[src/rtl/mac_rx_pkg.sv]
// Shared types and constants for the 10GbE receive ring writer.
// The optional RX_TIMESTAMP_EN build relies on NS_PER_SEC.
package mac_rx_pkg;

  typedef enum logic [1:0] {
    ST_IDLE   = 2'd0,
    ST_DATA   = 2'd1,
    ST_COMMIT = 2'd2,
    ST_DROP   = 2'd3
  } rx_state_e;

  // The header word has byte_count in its upper half and the timestamp in its lower half.
  localparam int HDR_LEN_MSB = 63;
  localparam int HDR_LEN_LSB = 32;

  localparam logic [31:0] NS_PER_SEC = 32'd1_000_000_000;

  function automatic logic [3:0] popcnt8(input logic [7:0] v);
    logic [3:0] n;
    n = 4'd0;
    for (int i = 0; i < 8; i++) n = n + {3'b000, v[i]};
    return n;
  endfunction

endpackage

[src/rtl/rx_ts_gen.sv]
// Free-running seconds/nanoseconds timestamp, built only when RX_TIMESTAMP_EN is defined.
// The second rolls over after a whole number of clocks, so ts_nsec restarts from zero.
module rx_ts_gen
  import mac_rx_pkg::*;
#(
  parameter int NS_PER_CLK = 6
) (
  input  logic        clk,
  input  logic        reset,
  output logic [31:0] ts_sec_o,
  output logic [31:0] ts_nsec_o
);

  localparam logic [31:0] CYC_PER_SEC = 32'(NS_PER_SEC / 32'(NS_PER_CLK));
  localparam logic [31:0] NS_STEP     = 32'(NS_PER_CLK);

  logic [31:0] cyc_q;
  logic [31:0] sec_q;
  logic [31:0] nsec_q;

  always_ff @(posedge clk) begin
    if (reset) begin
      cyc_q  <= 32'd0;
      sec_q  <= 32'd0;
      nsec_q <= 32'd0;
    end else if (cyc_q == CYC_PER_SEC - 32'd1) begin
      cyc_q  <= 32'd0;
      nsec_q <= 32'd0;
      sec_q  <= sec_q + 32'd1;
    end else begin
      cyc_q  <= cyc_q + 32'd1;
      nsec_q <= nsec_q + NS_STEP;
    end
  end

  assign ts_sec_o  = sec_q;
  assign ts_nsec_o = nsec_q;

endmodule

[src/rtl/mac_rx_ring_writer.sv]
// Writes XGMII receive frames into a circular buffer as {header, payload...} and publishes
// committed frames through an extended write pointer. Optional header timestamp: RX_TIMESTAMP_EN.
module mac_rx_ring_writer
  import mac_rx_pkg::*;
#(
  parameter int AW         = 9,
  parameter int HEADROOM   = 32,
  parameter int MAX_WORDS  = 190,
  parameter int NS_PER_CLK = 6
) (
  input  logic          clk,
  input  logic          reset,
  input  logic [63:0]   rx_data,
  input  logic [7:0]    rx_data_valid,
  input  logic          rx_good_frame,
  input  logic          rx_bad_frame,
  output logic [AW-1:0] wr_addr,
  output logic [63:0]   wr_data,
  output logic          wr_en,
  output logic [AW:0]   committed_wr_addr,
  input  logic [AW:0]   rd_addr_ext,
  output logic [31:0]   good_frame_cnt,
  output logic [31:0]   bad_frame_cnt,
  output logic [31:0]   drop_frame_cnt
);

  localparam logic [AW:0] OCC_LIMIT = (AW+1)'((1 << AW) - HEADROOM);
  localparam int          WW        = $clog2(MAX_WORDS + 1);
  localparam logic [WW-1:0] MAX_W   = WW'(MAX_WORDS);

  function automatic logic [31:0] sat_inc(input logic [31:0] v);
    return (v == 32'hFFFF_FFFF) ? v : v + 32'd1;
  endfunction

  rx_state_e     state_q;
  logic [AW:0]   committed_q;
  logic [AW:0]   wr_ptr_q;
  logic [WW-1:0] words_q;
  logic [31:0]   bytes_q;
  logic [31:0]   ts_lat_q;
  logic          eof_pend_q;
  logic          wr_en_q;
  logic [AW-1:0] wr_addr_q;
  logic [63:0]   wr_data_q;
  logic [31:0]   good_q;
  logic [31:0]   bad_q;
  logic [31:0]   drop_q;

  logic [AW:0]   occ_d;
  logic          beat_vld_d;
  logic          drop_d;
  logic [31:0]   bytes_d;
  logic [31:0]   ts_now_d;

`ifdef RX_TIMESTAMP_EN
  logic [31:0] ts_sec;

  rx_ts_gen #(
    .NS_PER_CLK(NS_PER_CLK)
  ) u_ts (
    .clk      (clk),
    .reset    (reset),
    .ts_sec_o (ts_sec),
    .ts_nsec_o(ts_now_d)
  );
`else
  assign ts_now_d = 32'd0;
`endif

  // Occupancy counts everything from the consumer pointer up to the next payload slot,
  // including the uncommitted part of the frame in flight.
  assign occ_d      = wr_ptr_q - rd_addr_ext;
  assign beat_vld_d = |rx_data_valid;
  assign bytes_d    = bytes_q + {28'd0, popcnt8(rx_data_valid)};
  assign drop_d     = (occ_d > OCC_LIMIT) || ((words_q == MAX_W) && beat_vld_d);

  always_ff @(posedge clk) begin
    if (reset) begin
      state_q     <= ST_IDLE;
      committed_q <= '0;
      wr_ptr_q    <= '0;
      words_q     <= '0;
      bytes_q     <= 32'd0;
      ts_lat_q    <= 32'd0;
      eof_pend_q  <= 1'b0;
      wr_en_q     <= 1'b0;
      wr_addr_q   <= '0;
      wr_data_q   <= 64'd0;
      good_q      <= 32'd0;
      bad_q       <= 32'd0;
      drop_q      <= 32'd0;
    end else begin
      wr_en_q <= 1'b0;
      unique case (state_q)
        ST_IDLE: begin
          wr_ptr_q <= committed_q + 1'b1;
          if (beat_vld_d) begin
            state_q  <= ST_DATA;
            words_q  <= '0;
            bytes_q  <= 32'd0;
            ts_lat_q <= ts_now_d;
          end
        end
        ST_DATA: begin
          if (drop_d) begin
            state_q    <= ST_DROP;
            eof_pend_q <= rx_good_frame | rx_bad_frame;
          end else begin
            if (beat_vld_d) begin
              wr_en_q   <= 1'b1;
              wr_addr_q <= wr_ptr_q[AW-1:0];
              wr_data_q <= rx_data;
              wr_ptr_q  <= wr_ptr_q + 1'b1;
              words_q   <= words_q + 1'b1;
            end
            bytes_q <= bytes_d;
            if (rx_good_frame) begin
              state_q <= ST_COMMIT;
            end else if (rx_bad_frame) begin
              state_q <= ST_IDLE;
              bad_q   <= sat_inc(bad_q);
            end
          end
        end
        ST_COMMIT: begin
          wr_en_q   <= 1'b1;
          wr_addr_q <= committed_q[AW-1:0];
          wr_data_q[HDR_LEN_MSB:HDR_LEN_LSB] <= bytes_q;
          wr_data_q[HDR_LEN_LSB-1:0]         <= ts_lat_q;
          committed_q <= wr_ptr_q;
          good_q      <= sat_inc(good_q);
          wr_ptr_q    <= wr_ptr_q + 1'b1;
          words_q     <= '0;
          bytes_q     <= 32'd0;
          // A preamble here starts the next frame straight after this header slot.
          if (beat_vld_d) begin
            state_q  <= ST_DATA;
            ts_lat_q <= ts_now_d;
          end else begin
            state_q <= ST_IDLE;
          end
        end
        ST_DROP: begin
          if (eof_pend_q || rx_good_frame || rx_bad_frame) begin
            state_q    <= ST_IDLE;
            eof_pend_q <= 1'b0;
            drop_q     <= sat_inc(drop_q);
          end
        end
        default: state_q <= ST_IDLE;
      endcase
    end
  end

  assign wr_en             = wr_en_q;
  assign wr_addr           = wr_addr_q;
  assign wr_data           = wr_data_q;
  assign committed_wr_addr = committed_q;
  assign good_frame_cnt    = good_q;
  assign bad_frame_cnt     = bad_q;
  assign drop_frame_cnt    = drop_q;

endmodule

[config.mk]
export PLATFORM = sky130hd
export DESIGN_NAME = mac_rx_ring_writer
export DESIGN_NICKNAME = d
export VERILOG_FILES = /design/src/rtl/mac_rx_pkg.sv /design/src/rtl/rx_ts_gen.sv /design/src/rtl/mac_rx_ring_writer.sv
export SDC_FILE = /design/constraint.sdc
export NUM_CORES = 1
export LEC_CHECK = 0
export ABC_AREA = 1
export CAP_MARGIN = 40
export CORE_UTILIZATION = 57
export CTS_CLUSTER_DIAMETER = 200
export DETAILED_ROUTE_END_ITERATION = 7
export GPL_ROUTABILITY_DRIVEN = 0
export PLACE_DENSITY = 0.89
export SETUP_SLACK_MARGIN = 0.1
export SLEW_MARGIN = 25
export SYNTH_ARGS = -nofsm -noshare
export SYNTH_HDL_FRONTEND = slang
export SYNTH_SLANG_ARGS = --single-unit
[constraint.sdc]
create_clock -name clk -period 9.7 [get_ports clk]
set_clock_uncertainty 0.1 [all_clocks]
set_input_delay 1.94 -clock clk [delete_from_list [all_inputs] [get_ports clk]]
set_output_delay 1.94 -clock clk [all_outputs]
set_load 0.03 [all_outputs]
### After elaboration in Yosys (flattened, before gate mapping)

Cells that the tools add are included.

* flip-flop bits (word level): 233
* output and inout port bits: 180
* logic and storage cells: 94
* bits of input ports: 86

* muxes and demuxes: 29
* eq/ne operators: 13
* reduce and logical (&&, ||, !) cells: 18
* add/subtract/negate cells: 15
* $lt $le $gt $ge: 1
* bitwise gates (word level): 6

Operators with widths (count)
* 64-bit two-way mux: 2
* 64-bit one-hot mux with 2 select lines: 1
* 32-bit by 1-bit adder with 32-bit output (second input constant): 3
* 32-bit == test (second input constant): 3
* 32-bit one-hot mux with 3 select lines: 1
* 32-bit two-way mux: 2
* 32-bit by 4-bit adder with 32-bit output: 1
* 10-bit one-hot mux with 3 select lines: 1
* 8-bit two-way mux: 3
* 8-bit one-hot mux with 3 select lines: 1
* 10-bit by 1-bit adder with 10-bit output (second input constant): 2
* 10-bit two-way mux: 2
* 9-bit two-way mux: 2
* 9-bit one-hot mux with 2 select lines: 1
* 3-bit AND reduction: 6
* 4-bit by 1-bit adder with 4-bit output: 4
* 10-bit by 9-bit > comparator with 1-bit output (second input constant): 1
* 2-bit two-way mux: 5
* 2-bit != test (second input constant): 5
* 10-bit subtractor: 1
* 8-bit by 1-bit adder with 8-bit output (second input constant): 1
* 8-bit == test (second input constant): 1
* 2-bit one-hot mux with 4 select lines: 1
* 8-bit OR reduction: 1
* 18 further kinds: 31

### Depth between registers and ports, before layout

Gate-level depths: netlist of the first run.

* word-level depth: 10
* gate-level depth with buffers: 19
* depth with buffers taken out: 19

### Least setup slack after synthesis of the first run

No wires, ideal clock.

* path type: input -> register
* start: input port rx_data_valid[0]
* end: register bytes_q[28]
* stages: 19
* setup slack: 4187 ps
* required time: 9530 ps
* setup time: 70 ps
* buffers on the path: 0
* data arrival time: 5342 ps
* path through: fa_1 -> inv_1 -> fa_1 -> fa_1 -> fa_1 -> inv_1 -> fa_1 -> a21oi_1 -> nor2_1 -> nor2_1 -> nor2_1 -> nand2_1 -> nor2_1 -> nand2_1 -> nand2_1 -> nand2_1 -> nor2_1 -> nand3_1 -> a21oi_1

* cells in the longest elaborated chain, start to end: 10
* elaborated cells on any way between the ends: 16
* classes of those cells: 8 x add/sub; 2 x eq/ne; 2 x mux; 4 x reduce/logical

Ends and longest elaborated chain
* from (decl): RTL line mac_rx_ring_writer.sv:14 `input logic [7:0] rx_data_valid,`
* 1-bit by 1-bit adder with 2-bit output: RTL line mac_rx_pkg.sv:21 `for (int i = 0; i < 8; i++) n = n + {3'b000, v[i]};`
* 2-bit by 1-bit adder with 3-bit output: RTL line mac_rx_pkg.sv:21
* 3-bit by 1-bit adder with 4-bit output: RTL line mac_rx_pkg.sv:21
* 4-bit by 1-bit adder with 4-bit output (4 in a row): RTL line mac_rx_pkg.sv:21
* 32-bit by 4-bit adder with 32-bit output: RTL line mac_rx_ring_writer.sv:74 `assign bytes_d = bytes_q + {28'd0, popcnt8(rx_data_valid)};`
* 32-bit two-way mux: RTL line mac_rx_ring_writer.sv:105 `if (drop_d) begin`
* 32-bit one-hot mux with 3 select lines: RTL line mac_rx_ring_writer.sv:94 `unique case (state_q)`
* to (signal assigned): RTL line mac_rx_ring_writer.sv:116 `bytes_q <= bytes_d;`
* to (decl): RTL line mac_rx_ring_writer.sv:39 `logic [31:0] bytes_q;`

Parallel ways exist; a longest one is shown, timed or not. The select of a mux whose other input is x is not followed.
A chain may end at the register's enable or synchronous reset.

### Final worst setup path of the first run

Same ends and word-level chain as after synthesis.

==> results of run 1 <==
[where the power goes]
| part | total [W] | switching [W] | internal (W) |
|---|---|---|---|
| Sequential | 0.00120 | 0.0000990 | 0.00110 |
| Clock | 0.00106 | 0.000408 | 0.000651 |
| Combinational | 0.00144 | 0.000946 | 0.000493 |
| Total | 0.00369 | 0.00145 | 0.00224 |
[final cells by class]
cell class | instances | area (um2)
multi-input combinational | 1511 | 7510
fill | 1736 | 5750
tap | 285 | 357
sequential | 233 | 4660
inverter | 179 | 672
timing repair buffer | 279 | 2820
clock buffer | 39 | 801
clock inverter | 10 | 135
[flip-flops by register name (all words and copies together) (netlist names)]
register	cells
bad_frame_cnt	32
bytes_q	32
committed_wr_addr	10
drop_frame_cnt	32
eof_pend_q	1
good_frame_cnt	32
state_q	2
words_q	8
wr_addr	9
wr_data	64
wr_en	1
wr_ptr_q	10
[worst min-delay path, stage by stage, from the launching register on]
cell and delay [ps]:
dfxtp_1 310, nand3_1 70, a21oi_1 60
[layout by cell type (no fill, tap or decap), drive strengths merged, types with 52 or more instances in the layout]
cell / n
a21oi: 201
o21ai: 124
dfxtp: 233
nand3: 176
nand2: 479
clkdlybuf4s50: 264
inv: 180
nor3: 77
nor2: 232
xor2: 52
nand4: 59
[worst paths after layout]
path | start | end | slack (ps)
hold reg to reg | wr_data[19] | wr_data[19] | 380
setup / recovery | rx_data_valid[0] | bytes_q[28] | 3660
hold / removal | wr_data[19] | wr_data[19] | 380
setup reg to reg | bytes_q[0] | bytes_q[28] | 5660
[per-layer routing]
layer	wire length, um	vias to the layer above	GRT usage
met3	3180	152	0.0468
met4	1610	0	0.144
li1	-	7080	-
met5	0	-	0
met2	19400	741	0.580
met1	15600	6661	0.381
[per-stage QoR]
stage,hold WS [ps],std cells,worst slack (ps),cell area [um2],total power (W)
2_1_floorplan,344,2015,4190,13200,0.00217
3_3_place_gp,354,2481,3440,15900,0.00256
3_5_place_dp,373,2486,3270,16000,0.00263
4_1_cts,381,2535,3780,17000,0.00369
5_1_grt,390,2536,3510,17000,0.00388
6_report,380,2536,3660,17000,0.00369
[cells by family (layout without fill, tap and decap cells)]
| kind of cell | Yosys count | in the layout |
|---|---|---|
| buffers and inverters | 271 | 507 |
| and+or+nand+nor | 1061 | 1061 |
| AOI/OAI and AO/OA | 350 | 350 |
| adders and majority gates | 33 | 33 |
| DFF | 233 | 233 |
| xor gates and xnor gates | 67 | 67 |
==> flow_summary.ini, run 1 <==
[route]
via_per_inst = 5.77
drtIter0Drc = 1239
drt-total-wl_um = 39800
drtAntennaViolNets = 0
wl_per_cell_um = 15.7
vias = 14600
route.detailed.drc = 2
drtPass1Iterations = 8

[timing]
fin_crit_ps = 6040
tns_ps = 0
hold_violations = 0
finalSetupViolCount = 0
rsz0062_at_grt = false
fin_crit_sh = 0.622
final-max-slew-violation-count = 0
fmax_ghz = 0.166
slew_headroom = 0.509
tightest_slew_ps = 731

[grt]
grt_use_total = 0.323
antenna_found_initial = 0
grt_remaining_overflow = 0
grt_pass1_wl_um = 64500
grt_pass1_vias = 13700
grt_start_max_net_pins = 64

[worst_setup_path]
r2r_cells = 18
end_kind = register
worstPathArrival_ps = 6390
cp_num_cells = 20
worstSetupPathType = in2reg
critical-path-max-stage-delay_ps = 550
start_kind = input pin
path_cells = clkdlybuf4s50_1 > fa_1 > inv_1 > fa_1 > fa_1 > fa_1 > inv_1 > fa_1 > a21oi_1 > nor2_1 > nor2_1 > nor2_1 > nand2_1 > nor2_1 > nand2_1 > nand2_1 > nand2_1 > nor2_1 > nand3_1 > a21oi_1
cp_max_fo = 7
crit_path_top_delay_cell = fa_1
cp.required_ps = 10050
crit_buf_inv = 3
crit_family = adder cells

[clock_tree]
postCtsResizedCells = 0
cts.path.max_buffers = 3
cts_tree = built
ctsHoldBuffers = 0
cts.reportedPaths.clkPinSlew_ps = 60
cts_setup_buffers = 0
clock-sinks = 233
root_buffer = clkbuf_16
insertion_delay_ps = 540
cts_made_buffers = 27
htreeDepth = 1

[placed_design]
portBuffers = 265
hpwl_um = 28100

[synth]
synth_mux_area_frac = 0
yosysMostFrequentCell = nand2_1
synthAdderAreaFrac = 0.0346
yosys_warnings = 0
synth_edf_count = 0
synth_top_area_share = 0.353
netlist_instances = 2015
synth_compound_area_frac = 0.138
synth-simple-area-share = 0.350
synth.distinct_cells = 44
yosys_most_used_dff = dfxtp_1
synth_xor_area_frac = 0.0444
synth-seq-area-share = 0.353
synth_top_family_by_area = simple AND/OR/NAND/NOR gates
synth-seq-cells = 233
synth_common_cells = nand2_1, dfxtp_1, nor2_1
yosysTopAreaCell = dfxtp_1
synth.area.top_cells = dfxtp_1, nand2_1, a21oi_1
syn-num-nets = 2134
synth_area_um2 = 13200
synthArstFlopShare = 0
syn_avg_cell_area_um2 = 6.57

[floorplan]
fp.dieW_um = 154
dieArea_um2 = 23800
placementRows = 55
core_um2 = 22700
initial_core_util = 0.583
die_h_um = 154
ios = 266

[min_path]
hold_depth = 2
hold_class = reg2reg

[final_layout]
final_util = 0.747
layout-drive-gt1-share = 0.0369
area_growth_pct = 28.2
final_net_count = 2350
diodes = 0

[pwr]
leakagePower_nw = 6.20
ir_worst_vdd_mv = 0.187
p_per_area_nw_per_um2 = 218

[run]
maxCapViolCount = 0

[status]
violations = DRC
status = finished, violations left
No activity file was read; power rests on OpenSTA's default activity.
==> run 2, diff against run 1 <==
CORE_UTILIZATION = 47   (was 57)
PLACE_DENSITY = 0.79   (was 0.89)
clock period = 5.5 ns   (was 9.7 ns; I/O delays follow)
==> flow_summary.ini, run 2 (synthesized netlist as in run 1, its figures left out) <==
[pwr]
power_frac_comb = 0.396
internal_power_w = 0.00383
power_w = 0.00638
sequentialPowerShare = 0.330
ir_worst_vdd_mv = 0.415
leakagePower_nw = 6.16
sw_frac_of_total = 0.399
p_per_area_nw_per_um2 = 375
p_sw_w = 0.00255
clkPwrFrac = 0.274

[clock_tree]
insertion_delay_ps = 540
postCtsResizedCells = 0
cts_tree = built
root_buffer = clkbuf_16
ctsHoldBuffers = 0
cts.reportedPaths.clkPinSlew_ps = 60
clock-sinks = 233
htreeDepth = 1
cts_setup_buffers = 0
cts_made_buffers = 27
cts.path.max_buffers = 3

[route]
drtPass1Iterations = 5
drtAntennaViolNets = 0
vias = 14300
drtIter0Drc = 1380
wl_per_cell_um = 14.8
route.detailed.drc = 0
via_per_inst = 5.44
drt-total-wl_um = 39100

[grt]
grt_pass1_wl_um = 63200
grt_use_total = 0.262
grt_remaining_overflow = 0
grt_pass1_vias = 13100
antenna_found_initial = 0
grt_start_max_net_pins = 62

[timing]
hold_violations = 0
tightest_slew_ps = 779
fmax_ghz = 0.208
slew_headroom = 0.479
finalSetupViolCount = 0
rsz0062_at_grt = false
final-max-slew-violation-count = 0
fin_crit_ps = 4800
fin_crit_sh = 0.872
tns_ps = 0

[final_layout]
area_growth_pct = 28.5
diodes = 0
layout-drive-gt1-share = 0.0359
fill_cells = 2557
final_cell_mix = nand2_1, clkdlybuf4s50_1, dfxtp_1
final_common_cell = nand2_1
final_net_count = 2353
largest_register_ffs = 64

[worst_setup_path]
timing.rr.end = bytes_q[28]
worstSetupPathType = in2reg
r2r_cells = 18
cp_max_fo = 5
worstPathArrival_ps = 5170
cp.required_ps = 5870
start_kind = input pin
ff2ff_setup_slack_ps = 1870
end_kind = register
timing.rr.start = bytes_q[0]

[floorplan]
fp.dieW_um = 170
core_um2 = 27700
ios = 266
dieArea_um2 = 28800
placementRows = 61
die_h_um = 170
initial_core_util = 0.478

[min_path]
hp-start = wr_data[57]
whs_endpoint = wr_data[57]
hold_depth = 2
hold_class = reg2reg

[placed_design]
portBuffers = 265
hpwl_um = 28200

[run]
maxCapViolCount = 0

[status]
status = finished clean
-- run 2: changes by cell type in the layout (fill, tap and decap cells not counted), sizes merged --
cell | before | now
buf | 15 | 18
clkbuf | 39 | 42
bufinv | 3 | 1
clkinv | 5 | 3
clkinvlp | 1 | 2
-- run 2: power by group through the flow --
stage               registers (W)  logic, W  clock network (W)
global placement          0.00213   0.00244                  0
detailed placement        0.00214   0.00251                  0
global route              0.00214   0.00276            0.00184
finish                    0.00211   0.00253            0.00175
floorplan                 0.00247   0.00135                  0
CTS                       0.00211   0.00252            0.00177
-- run 2: routing by layer --
metal / wire (um) / vias up / share of wire / global-route usage
li1: - / 7093 / - / -
met1: 16500 / 6594 / 0.42 / 0.328
met2: 18900 / 530 / 0.48 / 0.453
met3: 2480 / 100 / 0.063 / 0.0382
met4: 1170 / 0 / 0.030 / 0.103
met5: 0 / - / 0 / 0
-- run 2: layout make-up --
cell class                 count  area, um2  share of cell area
multi-input combinational   1511       7510               0.442
timing repair buffer         282       2820               0.166
inverter                     179        672              0.0395
tap                          378        473              0.0278
clock buffer                  42        792              0.0466
clock inverter                 7       68.8             0.00405
sequential                   233       4660               0.274
-- run 2: worst max-delay path by stage --
stage | from | cells after the start | endpoint | slack (ps)
floorplan | rx_data_valid[0] | 19 | bytes_q[28] | 830
global placement | rx_data_valid[0] | 20 | bytes_q[28] | 300
detailed placement | rx_data_valid[0] | 20 | bytes_q[28] | 180
CTS | rx_data_valid[0] | 20 | bytes_q[28] | 740
global route | rx_data_valid[0] | 20 | bytes_q[28] | 420
finish | rx_data_valid[0] | 20 | bytes_q[28] | 700
-- run 2: worst max-delay path, stage by stage --
cell,delay [ps]
clkdlybuf4s50_1,450
fa_1,550
inv_1,50
fa_1,500
fa_1,440
fa_1,370
inv_1,110
fa_1,220
a21oi_1,70
nor2_1,110
nor2_1,100
nor2_1,150
nand2_1,170
nor2_1,230
nand2_1,90
nand2_1,90
nand2_1,50
nor2_1,80
nand3_1,70
a21oi_1,160
-- run 2: metrics by stage --
step                       util  std cells  hold WS, ps  setup WS, ps  instance area [um2]
after floorplan               -       2015          344           827                13200
after global placement    0.580       2579          357           300                16100
after detailed placement  0.582       2582          374           177                16100
after CTS                 0.613       2631          382           740                17000
after global routing      0.614       2632          397           417                17000
final                     0.614       2632          380           704                17000
